## config.mk

```make
export PLATFORM = sky130hd
export DESIGN_NAME = hazard_ctrl_flat
export DESIGN_NICKNAME = d
export VERILOG_FILES = /design/src/rtl/hazard_ctrl_if.sv /design/src/rtl/hazard_ctrl.sv /design/src/flat_wrapper.sv
export SDC_FILE = /design/constraint.sdc
export NUM_CORES = 1
export LEC_CHECK = 0
export BUFFER_PORTS_ARGS = -buffer_cell sky130_fd_sc_hd__buf_2
export CORE_UTILIZATION = 55
export CTS_BUF_LIST = sky130_fd_sc_hd__clkbuf_4 sky130_fd_sc_hd__clkbuf_8
export CTS_CLUSTER_DIAMETER = 100
export DETAILED_ROUTE_END_ITERATION = 7
export PLACE_DENSITY = 0.87
export RECOVER_POWER = 25
export SLEW_MARGIN = 10
export SYNTH_ARGS = -nofsm -noshare
export SYNTH_HDL_FRONTEND = slang
export SYNTH_SLANG_ARGS = --single-unit
```

## constraint.sdc

```tcl
create_clock -name clk_i -period 5.3 [get_ports clk_i]
set_clock_uncertainty 0.1 [all_clocks]
set_input_delay 0.265 -clock clk_i [delete_from_list [all_inputs] [get_ports clk_i]]
set_output_delay 0.265 -clock clk_i [all_outputs]
set_load 0.03 [all_outputs]
```

## src/rtl/hazard_ctrl_if.sv

```systemverilog
// Hazard controller bus: stage-tagged pipeline inputs and the stall/flush/forward controls.
// The pipeline side uses the master modport, hazard_ctrl uses the slave modport.
interface hazard_ctrl_if #(
    parameter int unsigned CNT_W = 32
);
    logic [4:0]       rs1_a_dc_i;
    logic [4:0]       rs2_a_dc_i;
    logic [4:0]       rs1_a_ex_i;
    logic [4:0]       rs2_a_ex_i;
    logic [4:0]       rd_a_ex_i;
    logic [4:0]       rd_a_mem_i;
    logic [4:0]       rd_a_wb_i;
    logic             reg_write_mem_i;
    logic             reg_write_wb_i;
    logic             load_ex_i;
    logic             pc_src_ex_i;
    logic             mdu_start_ex_i;
    logic [1:0]       fwd_a_ex_o;
    logic [1:0]       fwd_b_ex_o;
    logic             stall_fe_o;
    logic             stall_dc_o;
    logic             stall_ex_o;
    logic             flush_dc_o;
    logic             flush_ex_o;
    logic             flush_mem_o;
    logic             mdu_busy_o;
    logic             mdu_done_o;
    logic [CNT_W-1:0] stall_cnt_o;

    modport master (
        output rs1_a_dc_i, rs2_a_dc_i, rs1_a_ex_i, rs2_a_ex_i, rd_a_ex_i, rd_a_mem_i,
               rd_a_wb_i, reg_write_mem_i, reg_write_wb_i, load_ex_i, pc_src_ex_i,
               mdu_start_ex_i,
        input  fwd_a_ex_o, fwd_b_ex_o, stall_fe_o, stall_dc_o, stall_ex_o, flush_dc_o,
               flush_ex_o, flush_mem_o, mdu_busy_o, mdu_done_o, stall_cnt_o
    );

    modport slave (
        input  rs1_a_dc_i, rs2_a_dc_i, rs1_a_ex_i, rs2_a_ex_i, rd_a_ex_i, rd_a_mem_i,
               rd_a_wb_i, reg_write_mem_i, reg_write_wb_i, load_ex_i, pc_src_ex_i,
               mdu_start_ex_i,
        output fwd_a_ex_o, fwd_b_ex_o, stall_fe_o, stall_dc_o, stall_ex_o, flush_dc_o,
               flush_ex_o, flush_mem_o, mdu_busy_o, mdu_done_o, stall_cnt_o
    );
endinterface

```

## src/rtl/hazard_ctrl.sv

```systemverilog
// 5-stage pipeline hazard controller: EX forwarding selects, load-use stall,
// taken-branch flush, multi-cycle MDU sequencing and a saturating stall-cycle counter.
module hazard_ctrl #(
    parameter int unsigned MDU_CYCLES = 32,
    parameter int unsigned CNT_W      = 32
) (
    input  logic         clk_i,
    input  logic         rst_ni,
    hazard_ctrl_if.slave hz
);
    localparam int unsigned CW = $clog2(MDU_CYCLES);
    localparam logic [CW-1:0] CNT_LOAD = CW'(MDU_CYCLES - 2);
    localparam logic [CW-1:0] CNT_ONE  = CW'(1);

    typedef enum logic [1:0] {
        IDLE = 2'b00,
        BUSY = 2'b01,
        DONE = 2'b10
    } mdu_state_e;

    mdu_state_e       state_q, state_d;
    logic [CW-1:0]    cnt_q, cnt_d;
    logic [CNT_W-1:0] stall_cnt_q, stall_cnt_d;

    logic [1:0] fwd_a, fwd_b;
    logic       mdu_stall, lu, br;
    logic       stall_fe, stall_dc, stall_ex, flush_dc, flush_ex, flush_mem;

    function automatic logic [1:0] fwd_sel(input logic [4:0] rs);
        logic [1:0] sel;
        sel = 2'b00;
        if (hz.reg_write_mem_i && (hz.rd_a_mem_i != 5'd0) && (hz.rd_a_mem_i == rs))
            sel = 2'b10;
        else if (hz.reg_write_wb_i && (hz.rd_a_wb_i != 5'd0) && (hz.rd_a_wb_i == rs))
            sel = 2'b01;
        return sel;
    endfunction

    // The counter is loaded on entry to BUSY and DONE follows the cycle it would
    // decrement to zero, giving MDU_CYCLES-2 BUSY cycles.
    always_comb begin
        state_d = state_q;
        cnt_d   = cnt_q;
        case (state_q)
            IDLE: begin
                if (hz.mdu_start_ex_i) begin
                    state_d = (MDU_CYCLES == 2) ? DONE : BUSY;
                    cnt_d   = CNT_LOAD;
                end
            end
            BUSY: begin
                cnt_d = cnt_q - CNT_ONE;
                if (cnt_q <= CNT_ONE) state_d = DONE;
            end
            DONE:    state_d = IDLE;
            default: state_d = IDLE;
        endcase
    end

    always_comb begin
        fwd_a     = fwd_sel(hz.rs1_a_ex_i);
        fwd_b     = fwd_sel(hz.rs2_a_ex_i);
        mdu_stall = ((state_q == IDLE) && hz.mdu_start_ex_i) || (state_q == BUSY);
        lu        = hz.load_ex_i && (hz.rd_a_ex_i != 5'd0) &&
                    ((hz.rd_a_ex_i == hz.rs1_a_dc_i) || (hz.rd_a_ex_i == hz.rs2_a_dc_i)) &&
                    !mdu_stall;
        br        = hz.pc_src_ex_i && !mdu_stall;
        stall_fe  = mdu_stall || (lu && !br);
        stall_dc  = mdu_stall || (lu && !br);
        stall_ex  = mdu_stall;
        flush_dc  = br;
        flush_ex  = br || lu;
        flush_mem = mdu_stall;
    end

    always_comb begin
        stall_cnt_d = stall_cnt_q;
        if (stall_fe && (stall_cnt_q != {CNT_W{1'b1}}))
            stall_cnt_d = stall_cnt_q + CNT_W'(1);
    end

    always_ff @(posedge clk_i or negedge rst_ni) begin
        if (!rst_ni) begin
            state_q     <= IDLE;
            cnt_q       <= '0;
            stall_cnt_q <= '0;
        end else begin
            state_q     <= state_d;
            cnt_q       <= cnt_d;
            stall_cnt_q <= stall_cnt_d;
        end
    end

    // Combinational outputs are forced low while reset is held.
    assign hz.fwd_a_ex_o  = rst_ni ? fwd_a : 2'b00;
    assign hz.fwd_b_ex_o  = rst_ni ? fwd_b : 2'b00;
    assign hz.stall_fe_o  = rst_ni && stall_fe;
    assign hz.stall_dc_o  = rst_ni && stall_dc;
    assign hz.stall_ex_o  = rst_ni && stall_ex;
    assign hz.flush_dc_o  = rst_ni && flush_dc;
    assign hz.flush_ex_o  = rst_ni && flush_ex;
    assign hz.flush_mem_o = rst_ni && flush_mem;
    assign hz.mdu_busy_o  = rst_ni && (state_q == BUSY);
    assign hz.mdu_done_o  = rst_ni && (state_q == DONE);
    assign hz.stall_cnt_o = stall_cnt_q;
endmodule

```

## src/flat_wrapper.sv

```systemverilog
// flat-port wrapper written by rule: the top's interface ports become plain ports
module hazard_ctrl_flat 
#(
    parameter int unsigned MDU_CYCLES = 32,
    parameter int unsigned CNT_W      = 32
)
  (clk_i, rst_ni, hz_rs1_a_dc_i, hz_rs2_a_dc_i, hz_rs1_a_ex_i, hz_rs2_a_ex_i, hz_rd_a_ex_i, hz_rd_a_mem_i, hz_rd_a_wb_i, hz_reg_write_mem_i, hz_reg_write_wb_i, hz_load_ex_i, hz_pc_src_ex_i, hz_mdu_start_ex_i, hz_fwd_a_ex_o, hz_fwd_b_ex_o, hz_stall_fe_o, hz_stall_dc_o, hz_stall_ex_o, hz_flush_dc_o, hz_flush_ex_o, hz_flush_mem_o, hz_mdu_busy_o, hz_mdu_done_o, hz_stall_cnt_o);
  hazard_ctrl_if #(.CNT_W(CNT_W)) hz_i ();
  input  logic clk_i;
  input  logic rst_ni;
  input wire logic [$bits(hz_i.rs1_a_dc_i)-1:0] hz_rs1_a_dc_i;
  input wire logic [$bits(hz_i.rs2_a_dc_i)-1:0] hz_rs2_a_dc_i;
  input wire logic [$bits(hz_i.rs1_a_ex_i)-1:0] hz_rs1_a_ex_i;
  input wire logic [$bits(hz_i.rs2_a_ex_i)-1:0] hz_rs2_a_ex_i;
  input wire logic [$bits(hz_i.rd_a_ex_i)-1:0] hz_rd_a_ex_i;
  input wire logic [$bits(hz_i.rd_a_mem_i)-1:0] hz_rd_a_mem_i;
  input wire logic [$bits(hz_i.rd_a_wb_i)-1:0] hz_rd_a_wb_i;
  input wire logic [$bits(hz_i.reg_write_mem_i)-1:0] hz_reg_write_mem_i;
  input wire logic [$bits(hz_i.reg_write_wb_i)-1:0] hz_reg_write_wb_i;
  input wire logic [$bits(hz_i.load_ex_i)-1:0] hz_load_ex_i;
  input wire logic [$bits(hz_i.pc_src_ex_i)-1:0] hz_pc_src_ex_i;
  input wire logic [$bits(hz_i.mdu_start_ex_i)-1:0] hz_mdu_start_ex_i;
  output wire logic [$bits(hz_i.fwd_a_ex_o)-1:0] hz_fwd_a_ex_o;
  output wire logic [$bits(hz_i.fwd_b_ex_o)-1:0] hz_fwd_b_ex_o;
  output wire logic [$bits(hz_i.stall_fe_o)-1:0] hz_stall_fe_o;
  output wire logic [$bits(hz_i.stall_dc_o)-1:0] hz_stall_dc_o;
  output wire logic [$bits(hz_i.stall_ex_o)-1:0] hz_stall_ex_o;
  output wire logic [$bits(hz_i.flush_dc_o)-1:0] hz_flush_dc_o;
  output wire logic [$bits(hz_i.flush_ex_o)-1:0] hz_flush_ex_o;
  output wire logic [$bits(hz_i.flush_mem_o)-1:0] hz_flush_mem_o;
  output wire logic [$bits(hz_i.mdu_busy_o)-1:0] hz_mdu_busy_o;
  output wire logic [$bits(hz_i.mdu_done_o)-1:0] hz_mdu_done_o;
  output wire logic [$bits(hz_i.stall_cnt_o)-1:0] hz_stall_cnt_o;
  assign hz_i.rs1_a_dc_i = hz_rs1_a_dc_i;
  assign hz_i.rs2_a_dc_i = hz_rs2_a_dc_i;
  assign hz_i.rs1_a_ex_i = hz_rs1_a_ex_i;
  assign hz_i.rs2_a_ex_i = hz_rs2_a_ex_i;
  assign hz_i.rd_a_ex_i = hz_rd_a_ex_i;
  assign hz_i.rd_a_mem_i = hz_rd_a_mem_i;
  assign hz_i.rd_a_wb_i = hz_rd_a_wb_i;
  assign hz_i.reg_write_mem_i = hz_reg_write_mem_i;
  assign hz_i.reg_write_wb_i = hz_reg_write_wb_i;
  assign hz_i.load_ex_i = hz_load_ex_i;
  assign hz_i.pc_src_ex_i = hz_pc_src_ex_i;
  assign hz_i.mdu_start_ex_i = hz_mdu_start_ex_i;
  assign hz_fwd_a_ex_o = hz_i.fwd_a_ex_o;
  assign hz_fwd_b_ex_o = hz_i.fwd_b_ex_o;
  assign hz_stall_fe_o = hz_i.stall_fe_o;
  assign hz_stall_dc_o = hz_i.stall_dc_o;
  assign hz_stall_ex_o = hz_i.stall_ex_o;
  assign hz_flush_dc_o = hz_i.flush_dc_o;
  assign hz_flush_ex_o = hz_i.flush_ex_o;
  assign hz_flush_mem_o = hz_i.flush_mem_o;
  assign hz_mdu_busy_o = hz_i.mdu_busy_o;
  assign hz_mdu_done_o = hz_i.mdu_done_o;
  assign hz_stall_cnt_o = hz_i.stall_cnt_o;
  hazard_ctrl #(.MDU_CYCLES(MDU_CYCLES), .CNT_W(CNT_W)) u_core (.clk_i(clk_i), .rst_ni(rst_ni), .hz(hz_i));
endmodule
```

==> flow_summary.ini <==
[synthesis]
yosysWarningCount = 0
yosysTopAreaCellShare_pct = 41.0
syn-instance-count = 246
yosysSeqAreaShare_pct = 41.0
ys_async_sr_fraction_pct = 100
synth_cell_types = 41
synth_area_sq_mm = 0.00238
synth_flop_cell = dfrtp_1
synth_area_leader_cell = dfrtp_1
synth_edf_count = 0
syn_area_per_cell_sq_um = 9.67
yosys_register_bits = 39
synth.area.top_cells = dfrtp_1 41%, xnor2_1 13%, xor2_1 8.8%
synth.net_count = 291

[clocking]
cts_made_buffers = 5
clock_path_buffers = 2
clk_latency_ns = 0.30
cts.sinks = 39
clk_pin_slew_ns = 0.08
cts_resized = 0
cts_root_buffer = clkbuf_8
cts_tree = done
cts_max_level = 2

[power_and_ir_drop]
internal_power_uw = 627
p_leak_uw = 0.00140
power.density_mw_per_mm2 = 353
p_switching_uw = 412
combPwrFrac_pct = 37.4
clock_power_share_pct = 21.7
power_frac_seq_pct = 40.9
switching_share_pct = 39.6
ir_drop_uv = 379

[drt]
drc = 0
routed-via-count = 2148
dr.pass1.iters = 4
ant_nets = 0
drt_iter0_drc = 97
avgViaCountPerCell = 5.58
wl_per_cell_um = 13.9
drt_wl_total_um = 5360

[global_route]
grt_antenna_before_repair = 0
grt_pass1_wl_um = 8740
grt.total_usage_pct = 25.7
grt_max_degree = 45
grt_pass1_vias = 2018
overflow = 0

[timing]
finalHoldViolCount = 0
report.final.slew_viol_count = 0
setup_viol = 0
min_period_over_period_pct = 55.7
period_minus_slack_ns = 2.95
rsz0062_at_grt = false
tightest_slew_ns = 0.828
setup_tns_ns = 0
relSlewSlack_pct = 44.3
fmax_mhz = 339

[setup_path]
end_kind = primary output
critPathLaunch = rst_ni
ff2ff_setup_slack_ns = 3.00
regToRegStartpoint = u_core.state_q[0]
max_stage_delay_ns = 0.54
startpoint_type = primary input
crit_required_ns = 4.93
worstSetupPathType = primary input to primary output
cp_max_fo = 44
critical_path.cell_chain = dlygate4sd3_1, buf_2, buf_4, o211ai_1, or4_1, nor4_1, buf_2
crit_slowest_cell = or4_1
arrival_ns = 2.59
reg2reg_depth = 6
crit_path_frequent_cell = buf_2

[final_layout]
post-route-util_pct = 72.0
antenna_cells = 0
fin_nets = 379
drive_above_1_share_pct = 30.7
area_growth_pct = 23.7

[floorplanning]
die-area_sq_mm = 0.00459
initial_core_util_pct = 58.2
num_rows = 23
io_pins = 86
die_h_um = 67.8
die_width_um = 67.8
core_sq_mm = 0.00409

[placed_design]
place.gp.congestion = 0.889
hpwl_um = 4090
portBuffers = 85

[hold_path]
min_path_cells = 1
hold_path.class = register to register
worstHoldStart = u_core.hz.stall_cnt_o[25]

[flow_run]
drv_cap = 0

[status]
status = complete, no violations
cell usage after synthesis, types with 2 or more instances:
cell type,number
and2_1,5
nor2b_1,2
nor3_1,13
o21ai_0,4
and3_1,6
nand2_1,19
ha_1,3
inv_1,5
nor2_1,14
a21oi_1,8
nor4_1,5
buf_4,2
nand4_1,15
nand3_1,16
nor2b_4,2
dfrtp_1,39
xor2_1,24
xnor2_1,36
or4_1,5
buf_6,2
worst max-delay path: cells and delay by family:
family | cells | cell delay (ns)
AO/OA/AOI/OAI | 1 | 0.21
AND/OR/NAND/NOR | 2 | 0.78
buffers and inverters | 4 | 1.29
registers in the layout, indices dropped and copies added, names as in the netlist:
register and cells:
u_core.state_q 2, u_core.hz.stall_cnt_o 32, u_core.cnt_q 5
what timing repair did:
| item | 4_1_cts | 5_1_grt |
|---|---|---|
| setup endpoints to repair | 0 | 0 |
| endpoints found under the hold margin | 39 | 0 |
| hold buffers | 1 | 0 |
| setup buffers | 0 | 0 |
per-layer routing:
| layer | global-route usage (%) | share of wire (%) |
|---|---|---|
| met5 | 0 | 0 |
| met4 | 10.7 | 1.8 |
| met3 | 6.25 | 6.5 |
| met2 | 43.2 | 50 |
| met1 | 31.1 | 42 |
logic make-up (layout without fill, tap and decap cells):
logic type | after synthesis | count (layout) | synth area share (%)
compound gates | 20 | 20 | 5.47
xor+xnor | 60 | 60 | 22.1
fa+ha+maj | 3 | 3 | 1.58
buf+inv | 11 | 100 | 2.73
flops | 39 | 39 | 41.0
mux | 2 | 2 | 1.10
simple gates | 111 | 111 | 26.0
power groups by stage:
stage | registers, uW | clock network [uW] | logic (uW)
global placement | 425 | 0 | 378
floorplan | 483 | 0 | 231
finish | 425 | 225 | 389
global route | 433 | 243 | 426
CTS | 423 | 230 | 393
detailed placement | 428 | 0 | 390
metrics by stage:
stage / worst slack, ns / total power, uW / area, sq um / hold WS, ns / std cells
global placement: 2.78 / 803 / 2830 / 0.256 / 376
global route: 2.14 / 1100 / 2940 / 0.406 / 385
finish: 2.35 / 1040 / 2940 / 0.395 / 385
CTS: 2.39 / 1050 / 2940 / 0.394 / 385
detailed placement: 2.76 / 818 / 2830 / 0.261 / 376
floorplan: 2.87 / 714 / 2380 / -0.131 / 246
final timing paths:
kind / to
hold / removal: u_core.hz.stall_cnt_o[25]
setup / recovery: hz_fwd_a_ex_o[0]
min in group asynchronous: u_core.hz.stall_cnt_o[18]
max in group asynchronous: u_core.hz.stall_cnt_o[20]
setup reg to reg: u_core.hz.stall_cnt_o[28]
hold reg to reg: u_core.hz.stall_cnt_o[25]
layout by cell type (no fill, tap or decap), drive strengths merged, types with 2 or more instances in the layout:
cell	instances
mux2	2
xor2	24
buf	86
o21ai	5
nand4	15
or4	5
and2	5
nand2	19
xnor2	36
nand3	16
a21oi	8
nor2b	4
or3	2
inv	5
nor4	5
nor2	14
dfrtp	39
clkbuf	8
nor3	14
ha	3
and3	6
final cells by class:
cell class | count | area (sq um)
clock buffers | 8 | 104
fillers | 328 | 1140
inverters | 5 | 18.8
multi-input cells | 196 | 1340
flip-flops and latches | 39 | 976
well taps | 50 | 62.6
repair buffers | 87 | 443
No activity file was read; power rests on OpenSTA's default activity.
